## src/rtl/id_ex_if.sv

```systemverilog
// Bundle of the ID/EX stage boundary: decoded ID fields, MEM/WB bypass sources,
// and everything the stage presents to the ALU and the MEM stage.
interface id_ex_if #(
  parameter int DATA_W  = 32,
  parameter int RADDR_W = 5
);
  logic               id_valid;
  logic [RADDR_W-1:0] id_rs_addr;
  logic [RADDR_W-1:0] id_rt_addr;
  logic [RADDR_W-1:0] id_rd_addr;
  logic [DATA_W-1:0]  id_rs_data;
  logic [DATA_W-1:0]  id_rt_data;
  logic [15:0]        id_imm16;
  logic [4:0]         id_shamt;
  logic [3:0]         id_alu_op;
  logic               id_alu_src;
  logic               id_sign_ext;
  logic               id_reg_dst;
  logic               id_reg_write;
  logic               id_mem_read;
  logic               id_mem_write;
  logic               flush;
  logic               mem_reg_write;
  logic [RADDR_W-1:0] mem_dest;
  logic [DATA_W-1:0]  mem_result;
  logic               wb_reg_write;
  logic [RADDR_W-1:0] wb_dest;
  logic [DATA_W-1:0]  wb_data;

  logic               load_use_stall;
  logic               ex_valid;
  logic [3:0]         aluControlOp;
  logic               aluSrc;
  logic [DATA_W-1:0]  rsData;
  logic [DATA_W-1:0]  rtData;
  logic [4:0]         shamt;
  logic [DATA_W-1:0]  imm;
  logic [RADDR_W-1:0] ex_dest;
  logic               ex_reg_write;
  logic               ex_mem_read;
  logic               ex_mem_write;

  modport slave (
    input  id_valid, id_rs_addr, id_rt_addr, id_rd_addr, id_rs_data, id_rt_data,
           id_imm16, id_shamt, id_alu_op, id_alu_src, id_sign_ext, id_reg_dst,
           id_reg_write, id_mem_read, id_mem_write, flush,
           mem_reg_write, mem_dest, mem_result, wb_reg_write, wb_dest, wb_data,
    output load_use_stall, ex_valid, aluControlOp, aluSrc, rsData, rtData,
           shamt, imm, ex_dest, ex_reg_write, ex_mem_read, ex_mem_write
  );

  modport master (
    output id_valid, id_rs_addr, id_rt_addr, id_rd_addr, id_rs_data, id_rt_data,
           id_imm16, id_shamt, id_alu_op, id_alu_src, id_sign_ext, id_reg_dst,
           id_reg_write, id_mem_read, id_mem_write, flush,
           mem_reg_write, mem_dest, mem_result, wb_reg_write, wb_dest, wb_data,
    input  load_use_stall, ex_valid, aluControlOp, aluSrc, rsData, rtData,
           shamt, imm, ex_dest, ex_reg_write, ex_mem_read, ex_mem_write
  );
endinterface

```

## src/rtl/id_ex_stage.sv

```systemverilog
// ID/EX pipeline register with bubble insertion, immediate extension,
// register-file write-through at capture and MEM/WB operand forwarding.
module id_ex_stage #(
  parameter int DATA_W  = 32,
  parameter int RADDR_W = 5
) (
  input logic   clk,
  input logic   rst,
  id_ex_if.slave bus
);
  typedef struct packed {
    logic               valid;
    logic [RADDR_W-1:0] rs_addr;
    logic [RADDR_W-1:0] rt_addr;
    logic [DATA_W-1:0]  rs_data;
    logic [DATA_W-1:0]  rt_data;
    logic [DATA_W-1:0]  imm;
    logic [4:0]         shamt;
    logic [3:0]         alu_op;
    logic               alu_src;
    logic [RADDR_W-1:0] dest;
    logic               reg_write;
    logic               mem_read;
    logic               mem_write;
  } ex_regs_t;

  ex_regs_t          r_ex;
  ex_regs_t          w_capture;
  ex_regs_t          w_next;
  logic              w_stall;
  logic              w_wb_hits_rs, w_wb_hits_rt;
  logic              w_fwd_mem_rs, w_fwd_mem_rt, w_fwd_wb_rs, w_fwd_wb_rt;
  logic [DATA_W-1:0] w_rs_fwd, w_rt_fwd;

  // Both sources are compared even when the instruction does not read rt.
  assign w_stall = r_ex.valid & r_ex.mem_read & (r_ex.dest != '0) &
                   ((r_ex.dest == bus.id_rs_addr) | (r_ex.dest == bus.id_rt_addr)) &
                   bus.id_valid;

  // Register file is written in the same cycle it is read; bypass that write here.
  assign w_wb_hits_rs = bus.wb_reg_write & (bus.wb_dest != '0) & (bus.wb_dest == bus.id_rs_addr);
  assign w_wb_hits_rt = bus.wb_reg_write & (bus.wb_dest != '0) & (bus.wb_dest == bus.id_rt_addr);

  always_comb begin
    w_capture           = '0;
    w_capture.valid     = bus.id_valid;
    w_capture.rs_addr   = bus.id_rs_addr;
    w_capture.rt_addr   = bus.id_rt_addr;
    w_capture.rs_data   = w_wb_hits_rs ? bus.wb_data : bus.id_rs_data;
    w_capture.rt_data   = w_wb_hits_rt ? bus.wb_data : bus.id_rt_data;
    w_capture.imm       = bus.id_sign_ext ? {{(DATA_W-16){bus.id_imm16[15]}}, bus.id_imm16}
                                          : {{(DATA_W-16){1'b0}}, bus.id_imm16};
    w_capture.shamt     = bus.id_shamt;
    w_capture.alu_op    = bus.id_alu_op;
    w_capture.alu_src   = bus.id_alu_src;
    w_capture.dest      = bus.id_reg_dst ? bus.id_rd_addr : bus.id_rt_addr;
    w_capture.reg_write = bus.id_reg_write & bus.id_valid;
    w_capture.mem_read  = bus.id_mem_read  & bus.id_valid;
    w_capture.mem_write = bus.id_mem_write & bus.id_valid;
  end

  // Flush and load-use both squash to an all-zero bubble; flush needs no separate priority.
  assign w_next = (bus.flush | w_stall) ? '0 : w_capture;

  // NOTE: sequential state uses non-blocking assignments, so every register
  // samples pre-edge values; the stage holds only flops, so all are reset.
  always_ff @(posedge clk or posedge rst) begin
    if (rst) r_ex <= '0;
    else     r_ex <= w_next;
  end

  assign w_fwd_mem_rs = bus.mem_reg_write & (bus.mem_dest != '0) & (bus.mem_dest == r_ex.rs_addr);
  assign w_fwd_mem_rt = bus.mem_reg_write & (bus.mem_dest != '0) & (bus.mem_dest == r_ex.rt_addr);
  assign w_fwd_wb_rs  = bus.wb_reg_write  & (bus.wb_dest  != '0) & (bus.wb_dest  == r_ex.rs_addr);
  assign w_fwd_wb_rt  = bus.wb_reg_write  & (bus.wb_dest  != '0) & (bus.wb_dest  == r_ex.rt_addr);

  // NOTE: combinational outputs get a default first so no path infers a latch.
  always_comb begin
    w_rs_fwd = r_ex.rs_data;
    w_rt_fwd = r_ex.rt_data;
    if (w_fwd_mem_rs)     w_rs_fwd = bus.mem_result;
    else if (w_fwd_wb_rs) w_rs_fwd = bus.wb_data;
    if (w_fwd_mem_rt)     w_rt_fwd = bus.mem_result;
    else if (w_fwd_wb_rt) w_rt_fwd = bus.wb_data;
  end

  assign bus.load_use_stall = w_stall;
  assign bus.ex_valid       = r_ex.valid;
  assign bus.aluControlOp   = r_ex.alu_op;
  assign bus.aluSrc         = r_ex.alu_src;
  assign bus.rsData         = w_rs_fwd;
  assign bus.rtData         = w_rt_fwd;
  assign bus.shamt          = r_ex.shamt;
  assign bus.imm            = r_ex.imm;
  assign bus.ex_dest        = r_ex.dest;
  assign bus.ex_reg_write   = r_ex.reg_write;
  assign bus.ex_mem_read    = r_ex.mem_read;
  assign bus.ex_mem_write   = r_ex.mem_write;
endmodule

```

## src/flat_wrapper.sv

```systemverilog
// flat-port wrapper written by rule: the top's interface ports become plain ports
module id_ex_stage_flat 
#(
  parameter int DATA_W  = 32,
  parameter int RADDR_W = 5
)
  (clk, rst, bus_id_valid, bus_id_rs_addr, bus_id_rt_addr, bus_id_rd_addr, bus_id_rs_data, bus_id_rt_data, bus_id_imm16, bus_id_shamt, bus_id_alu_op, bus_id_alu_src, bus_id_sign_ext, bus_id_reg_dst, bus_id_reg_write, bus_id_mem_read, bus_id_mem_write, bus_flush, bus_mem_reg_write, bus_mem_dest, bus_mem_result, bus_wb_reg_write, bus_wb_dest, bus_wb_data, bus_load_use_stall, bus_ex_valid, bus_aluControlOp, bus_aluSrc, bus_rsData, bus_rtData, bus_shamt, bus_imm, bus_ex_dest, bus_ex_reg_write, bus_ex_mem_read, bus_ex_mem_write);
  id_ex_if #(.DATA_W(DATA_W), .RADDR_W(RADDR_W)) bus_i ();
  input logic clk;
  input logic rst;
  input wire logic [$bits(bus_i.id_valid)-1:0] bus_id_valid;
  input wire logic [$bits(bus_i.id_rs_addr)-1:0] bus_id_rs_addr;
  input wire logic [$bits(bus_i.id_rt_addr)-1:0] bus_id_rt_addr;
  input wire logic [$bits(bus_i.id_rd_addr)-1:0] bus_id_rd_addr;
  input wire logic [$bits(bus_i.id_rs_data)-1:0] bus_id_rs_data;
  input wire logic [$bits(bus_i.id_rt_data)-1:0] bus_id_rt_data;
  input wire logic [$bits(bus_i.id_imm16)-1:0] bus_id_imm16;
  input wire logic [$bits(bus_i.id_shamt)-1:0] bus_id_shamt;
  input wire logic [$bits(bus_i.id_alu_op)-1:0] bus_id_alu_op;
  input wire logic [$bits(bus_i.id_alu_src)-1:0] bus_id_alu_src;
  input wire logic [$bits(bus_i.id_sign_ext)-1:0] bus_id_sign_ext;
  input wire logic [$bits(bus_i.id_reg_dst)-1:0] bus_id_reg_dst;
  input wire logic [$bits(bus_i.id_reg_write)-1:0] bus_id_reg_write;
  input wire logic [$bits(bus_i.id_mem_read)-1:0] bus_id_mem_read;
  input wire logic [$bits(bus_i.id_mem_write)-1:0] bus_id_mem_write;
  input wire logic [$bits(bus_i.flush)-1:0] bus_flush;
  input wire logic [$bits(bus_i.mem_reg_write)-1:0] bus_mem_reg_write;
  input wire logic [$bits(bus_i.mem_dest)-1:0] bus_mem_dest;
  input wire logic [$bits(bus_i.mem_result)-1:0] bus_mem_result;
  input wire logic [$bits(bus_i.wb_reg_write)-1:0] bus_wb_reg_write;
  input wire logic [$bits(bus_i.wb_dest)-1:0] bus_wb_dest;
  input wire logic [$bits(bus_i.wb_data)-1:0] bus_wb_data;
  output wire logic [$bits(bus_i.load_use_stall)-1:0] bus_load_use_stall;
  output wire logic [$bits(bus_i.ex_valid)-1:0] bus_ex_valid;
  output wire logic [$bits(bus_i.aluControlOp)-1:0] bus_aluControlOp;
  output wire logic [$bits(bus_i.aluSrc)-1:0] bus_aluSrc;
  output wire logic [$bits(bus_i.rsData)-1:0] bus_rsData;
  output wire logic [$bits(bus_i.rtData)-1:0] bus_rtData;
  output wire logic [$bits(bus_i.shamt)-1:0] bus_shamt;
  output wire logic [$bits(bus_i.imm)-1:0] bus_imm;
  output wire logic [$bits(bus_i.ex_dest)-1:0] bus_ex_dest;
  output wire logic [$bits(bus_i.ex_reg_write)-1:0] bus_ex_reg_write;
  output wire logic [$bits(bus_i.ex_mem_read)-1:0] bus_ex_mem_read;
  output wire logic [$bits(bus_i.ex_mem_write)-1:0] bus_ex_mem_write;
  assign bus_i.id_valid = bus_id_valid;
  assign bus_i.id_rs_addr = bus_id_rs_addr;
  assign bus_i.id_rt_addr = bus_id_rt_addr;
  assign bus_i.id_rd_addr = bus_id_rd_addr;
  assign bus_i.id_rs_data = bus_id_rs_data;
  assign bus_i.id_rt_data = bus_id_rt_data;
  assign bus_i.id_imm16 = bus_id_imm16;
  assign bus_i.id_shamt = bus_id_shamt;
  assign bus_i.id_alu_op = bus_id_alu_op;
  assign bus_i.id_alu_src = bus_id_alu_src;
  assign bus_i.id_sign_ext = bus_id_sign_ext;
  assign bus_i.id_reg_dst = bus_id_reg_dst;
  assign bus_i.id_reg_write = bus_id_reg_write;
  assign bus_i.id_mem_read = bus_id_mem_read;
  assign bus_i.id_mem_write = bus_id_mem_write;
  assign bus_i.flush = bus_flush;
  assign bus_i.mem_reg_write = bus_mem_reg_write;
  assign bus_i.mem_dest = bus_mem_dest;
  assign bus_i.mem_result = bus_mem_result;
  assign bus_i.wb_reg_write = bus_wb_reg_write;
  assign bus_i.wb_dest = bus_wb_dest;
  assign bus_i.wb_data = bus_wb_data;
  assign bus_load_use_stall = bus_i.load_use_stall;
  assign bus_ex_valid = bus_i.ex_valid;
  assign bus_aluControlOp = bus_i.aluControlOp;
  assign bus_aluSrc = bus_i.aluSrc;
  assign bus_rsData = bus_i.rsData;
  assign bus_rtData = bus_i.rtData;
  assign bus_shamt = bus_i.shamt;
  assign bus_imm = bus_i.imm;
  assign bus_ex_dest = bus_i.ex_dest;
  assign bus_ex_reg_write = bus_i.ex_reg_write;
  assign bus_ex_mem_read = bus_i.ex_mem_read;
  assign bus_ex_mem_write = bus_i.ex_mem_write;
  id_ex_stage #(.DATA_W(DATA_W), .RADDR_W(RADDR_W)) u_core (.clk(clk), .rst(rst), .bus(bus_i));
endmodule
```

## config.mk

```make
export PLATFORM = sky130hd
export DESIGN_NAME = id_ex_stage_flat
export DESIGN_NICKNAME = d
export VERILOG_FILES = /design/src/rtl/id_ex_if.sv /design/src/rtl/id_ex_stage.sv /design/src/flat_wrapper.sv
export SDC_FILE = /design/constraint.sdc
export NUM_CORES = 1
export LEC_CHECK = 0
export ABC_AREA = 1
export BUFFER_PORTS_ARGS = -buffer_cell sky130_fd_sc_hd__buf_4
export CORE_UTILIZATION = 40
export DETAILED_ROUTE_END_ITERATION = 12
export PLACE_DENSITY = 0.68
export SLEW_MARGIN = 20
export SYNTH_ARGS = -nofsm -noshare
export SYNTH_HDL_FRONTEND = slang
export SYNTH_SLANG_ARGS = --single-unit
export TNS_END_PERCENT = 50
```

## constraint.sdc

```tcl
create_clock -name clk -period 4.3 [get_ports clk]
set_input_delay 0.215 -clock clk [delete_from_list [all_inputs] [get_ports clk]]
set_output_delay 0.215 -clock clk [all_outputs]
set_load 0.02 [all_outputs]
```

==> metrics.csv <==
stage,metric,value,unit
setup_path,crit_type,flip-flop to primary output,
pwr,pwr-share-comb,28.6,%
drt,route.detailed.drc,0,
place,portBuffers,305,
outcome,violations,negative hold slack,
clock_tree,cts_buffers,9,
clock_tree,htreeDepth,3,
clock_tree,path_clk_slew,0.08,ns
clock_tree,cts_tree,done,
drt,drt_iter0_markers,645,
setup_path,slowest_stage,nand3_1,
setup_path,end_kind,primary output,
timing,finalHoldViolations,14,
setup_path,crit_chain,xor2_1 -> nor2_4 -> nand3_1 -> buf_4 -> nand3_1 -> nand2_1 -> buf_4,
pwr,p_int,0.00180,W
drt,detail_route.wl_per_cell,15.3,um
synthesis,yosysSeqAreaShare,35.0,%
hold_path,holdCritPathClass,input pin to asynchronous set/reset pin,
synthesis,synth_seq_cells,110,
run,max_cap_violations,0,
floorplanning,core,0.0190,mm^2
finish,antenna_cells,0,
synthesis,netlist.area_leader.share,35.0,%
floorplanning,rows,50,
timing,finalClockSkew,0.00887,ns
pwr,powerDensity,268,mW/mm^2
clock_tree,postCtsSetupRepairBufs,0,
clock_tree,root_buffer,clkbuf_16,
global_route,grt_max_degree,78,
pwr,power_frac_seq,41.2,%
timing,slew_headroom,30.3,%
pwr,switchingPower,0.000890,W
floorplanning,die_y,142,um
timing,rsz0062_at_grt,no,
synthesis,yosysMostFrequentCell,nand2_1,
drt,first_pass_iters,5,
synthesis,netlist_instances,1209,
global_route,grt-ovfl-total,0,
clock_tree,ctsResizeCount,0,
floorplanning,die_area,0.0203,mm^2
synthesis,synth-warning-count,0,
timing,min_period,3.32,ns
global_route,grt_pass1_wl,39900,um
setup_path,critical_path_required,4.09,ns
timing,max_clock_freq,301,MHz
pwr,clkPwrFrac,30.2,%
synthesis,synth.avg_cell_area,6.51,um^2
timing,worst_slack,0.980,ns
global_route,antenna_found_initial,0,
drt,dr_total_vias,8121,
drt,wl,25700,um
synthesis,ys.flop_type,dfrtp_1,
drt,postRouteAntennaNets,0,
finish,synthToLayoutAreaGrowth,27.6,%
clock_tree,insertion_delay,0.35,ns
drt,route.detailed.vias_per_inst,4.83,
setup_path,worstPathMaxFanout,33,
synthesis,synthArstFlopShare,100,%
timing,final_max_slew_viol_count,0,
place,gp_congestion,0.861,
pwr,netSwitchingFraction,33.0,%
global_route,grt_pass1_vias,7583,
setup_path,arrival,3.10,ns
timing,holdWs,-0.0279,ns
floorplanning,start_util,41.4,%
clock_tree,cts_hold_buffers,0,
finish,final_net_count,1605,
timing,period_share,77.2,%
setup_path,critPathLaunchType,flip-flop,
clock_tree,clock-sinks,110,
synthesis,synth_area,0.00788,mm^2
finish,drive_gt1_share,24.9,%
floorplanning,die_x,142,um
synthesis,ys_top_cells_by_count,"nand2_1 (319), nand3_1 (232), inv_1 (215)",
pwr,power_leakage,6.11,nW
synthesis,synth_largest_area_cell,dfrtp_1,
pwr,vdd_drop_max,0.241,mV
timing,worstMarginPinSlew,1.04,ns
clock_tree,cts_max_path_buffers,2,
place,place_ws,1.38,ns
timing,fin_setup_tns,0,ns
outcome,outcome,finished with violations,
synthesis,ys_types,24,
setup_path,worst_path_largest_cell_delay,0.69,ns
timing,setup_viol,0,
synthesis,yosys-top-cells-area,"dfrtp_1 (35%), nand2_1 (15%), nand3_1 (15%), inv_1 (10%), nor2_1 (6.0%)",
place,hpwl,18000,um
global_route,grt_usage,25.6,%
synthesis,synth_edf_count,0,
synthesis,syn-num-nets,1399,
floorplanning,ios,306,
==> layout make-up <==
cell class	instances	area (um^2)
clock buffers	11	243
clock inverters	5	33.8
fillers	1951	8970
inverters	220	833
multi-input cells	760	3510
flip-flops and latches	110	2750
well taps	260	325
repair buffers	314	2360
==> path summary, 6_finish.rpt <==
path | startpoint | end | slack (ns) | cells past startpoint
min in group clk | bus_id_imm16[12] | u_core.bus.imm[12]$_DFF_PP0_ | 0.07 | 3
setup reg to reg | u_core.bus.ex_dest[4]$_DFF_PP0_ | u_core.r_ex[102]$_DFF_PP0_ | 2.03 | 10
hold / removal | rst | u_core.r_ex[105]$_DFF_PP0_ | -0.03 | 2
hold reg to reg | u_core.bus.ex_mem_read$_DFF_PP0_ | u_core.bus.imm[14]$_DFF_PP0_ | 1.32 | 6
max in group asynchronous | rst | u_core.r_ex[82]$_DFF_PP0_ | 3.34 | 3
setup / recovery | u_core.r_ex[121]$_DFF_PP0_ | bus_rsData[4] | 0.98 | 7
==> critical path, delay by kind of cell, from the launching register on <==
kind | cells | cell delay, ns
and+or+nand+nor | 4 | 1.55
buffers and inverters | 2 | 0.60
DFF | 1 | 0.40
xor gates and xnor gates | 1 | 0.19
==> flip-flops by register name (all words and copies together) (netlist names) <==
name	flops
u_core.bus.ex_valid	1
u_core.bus.shamt	5
u_core.bus.ex_mem_read	1
u_core.r_ex	74
u_core.bus.imm	17
u_core.bus.ex_dest	5
u_core.bus.ex_mem_write	1
u_core.bus.aluSrc	1
u_core.bus.ex_reg_write	1
u_core.bus.aluControlOp	4
==> metal layers <==
layer / vias to the layer above / wire length [um] / global-route usage, %
li1: 4029 / - / -
met1: 3686 / 11000 / 32.9
met2: 368 / 12200 / 43.6
met3: 38 / 1940 / 4.44
met4: 0 / 582 / 8.15
met5: - / 0 / 0
==> per-stage QoR <==
stage          utilization [%]  std cells  hold WS [ns]  power (W)  area (um^2)
2_1_floorplan                -       1209         0.321    0.00158         7880
3_5_place_dp              51.4       1664         0.439    0.00190         9770
3_3_place_gp              51.4       1664         0.435    0.00189         9770
6_report                  52.8       1680       -0.0279    0.00269        10100
4_1_cts                   52.8       1680        0.0569    0.00270        10000
5_1_grt                   52.8       1680        0.0485    0.00282        10100
==> cell usage in the layout (no fill, tap or decap) <==
master,count
nor3_1,1
inv_2,4
nor2_1,124
clkbuf_16,9
xnor2_1,9
inv_4,1
nand2_1,318
nor2_2,1
clkbuf_8,1
nand3_2,4
buf_4,314
nor2_4,9
nand4_1,33
nand2_4,3
and3_1,1
clkinv_2,2
xor2_1,16
clkbuf_1,1
inv_1,214
inv_6,2
nand3_1,232
dfrtp_1,110
a21oi_1,6
clkinvlp_4,2
o21ai_0,1
nor3_4,2
==> power groups by stage <==
stage / sequential [W] / combinational (W) / clock, W
after floorplan: 0.00113 / 0.000448 / 0
after global placement: 0.00113 / 0.000761 / 0
after detailed placement: 0.00113 / 0.000768 / 0
after CTS: 0.00111 / 0.000770 / 0.000824
after global routing: 0.00112 / 0.000844 / 0.000860
final: 0.00111 / 0.000769 / 0.000813
==> logic make-up after synthesis <==
| group | after synthesis | synth area share, % |
|---|---|---|
| buf+inv | 339 | 21.2 |
| compound gates | 7 | 0.445 |
| xor+xnor | 25 | 2.78 |
| simple gates | 728 | 40.7 |
| flops | 110 | 35.0 |
Note: power is estimated with default switching activity, not from simulation.
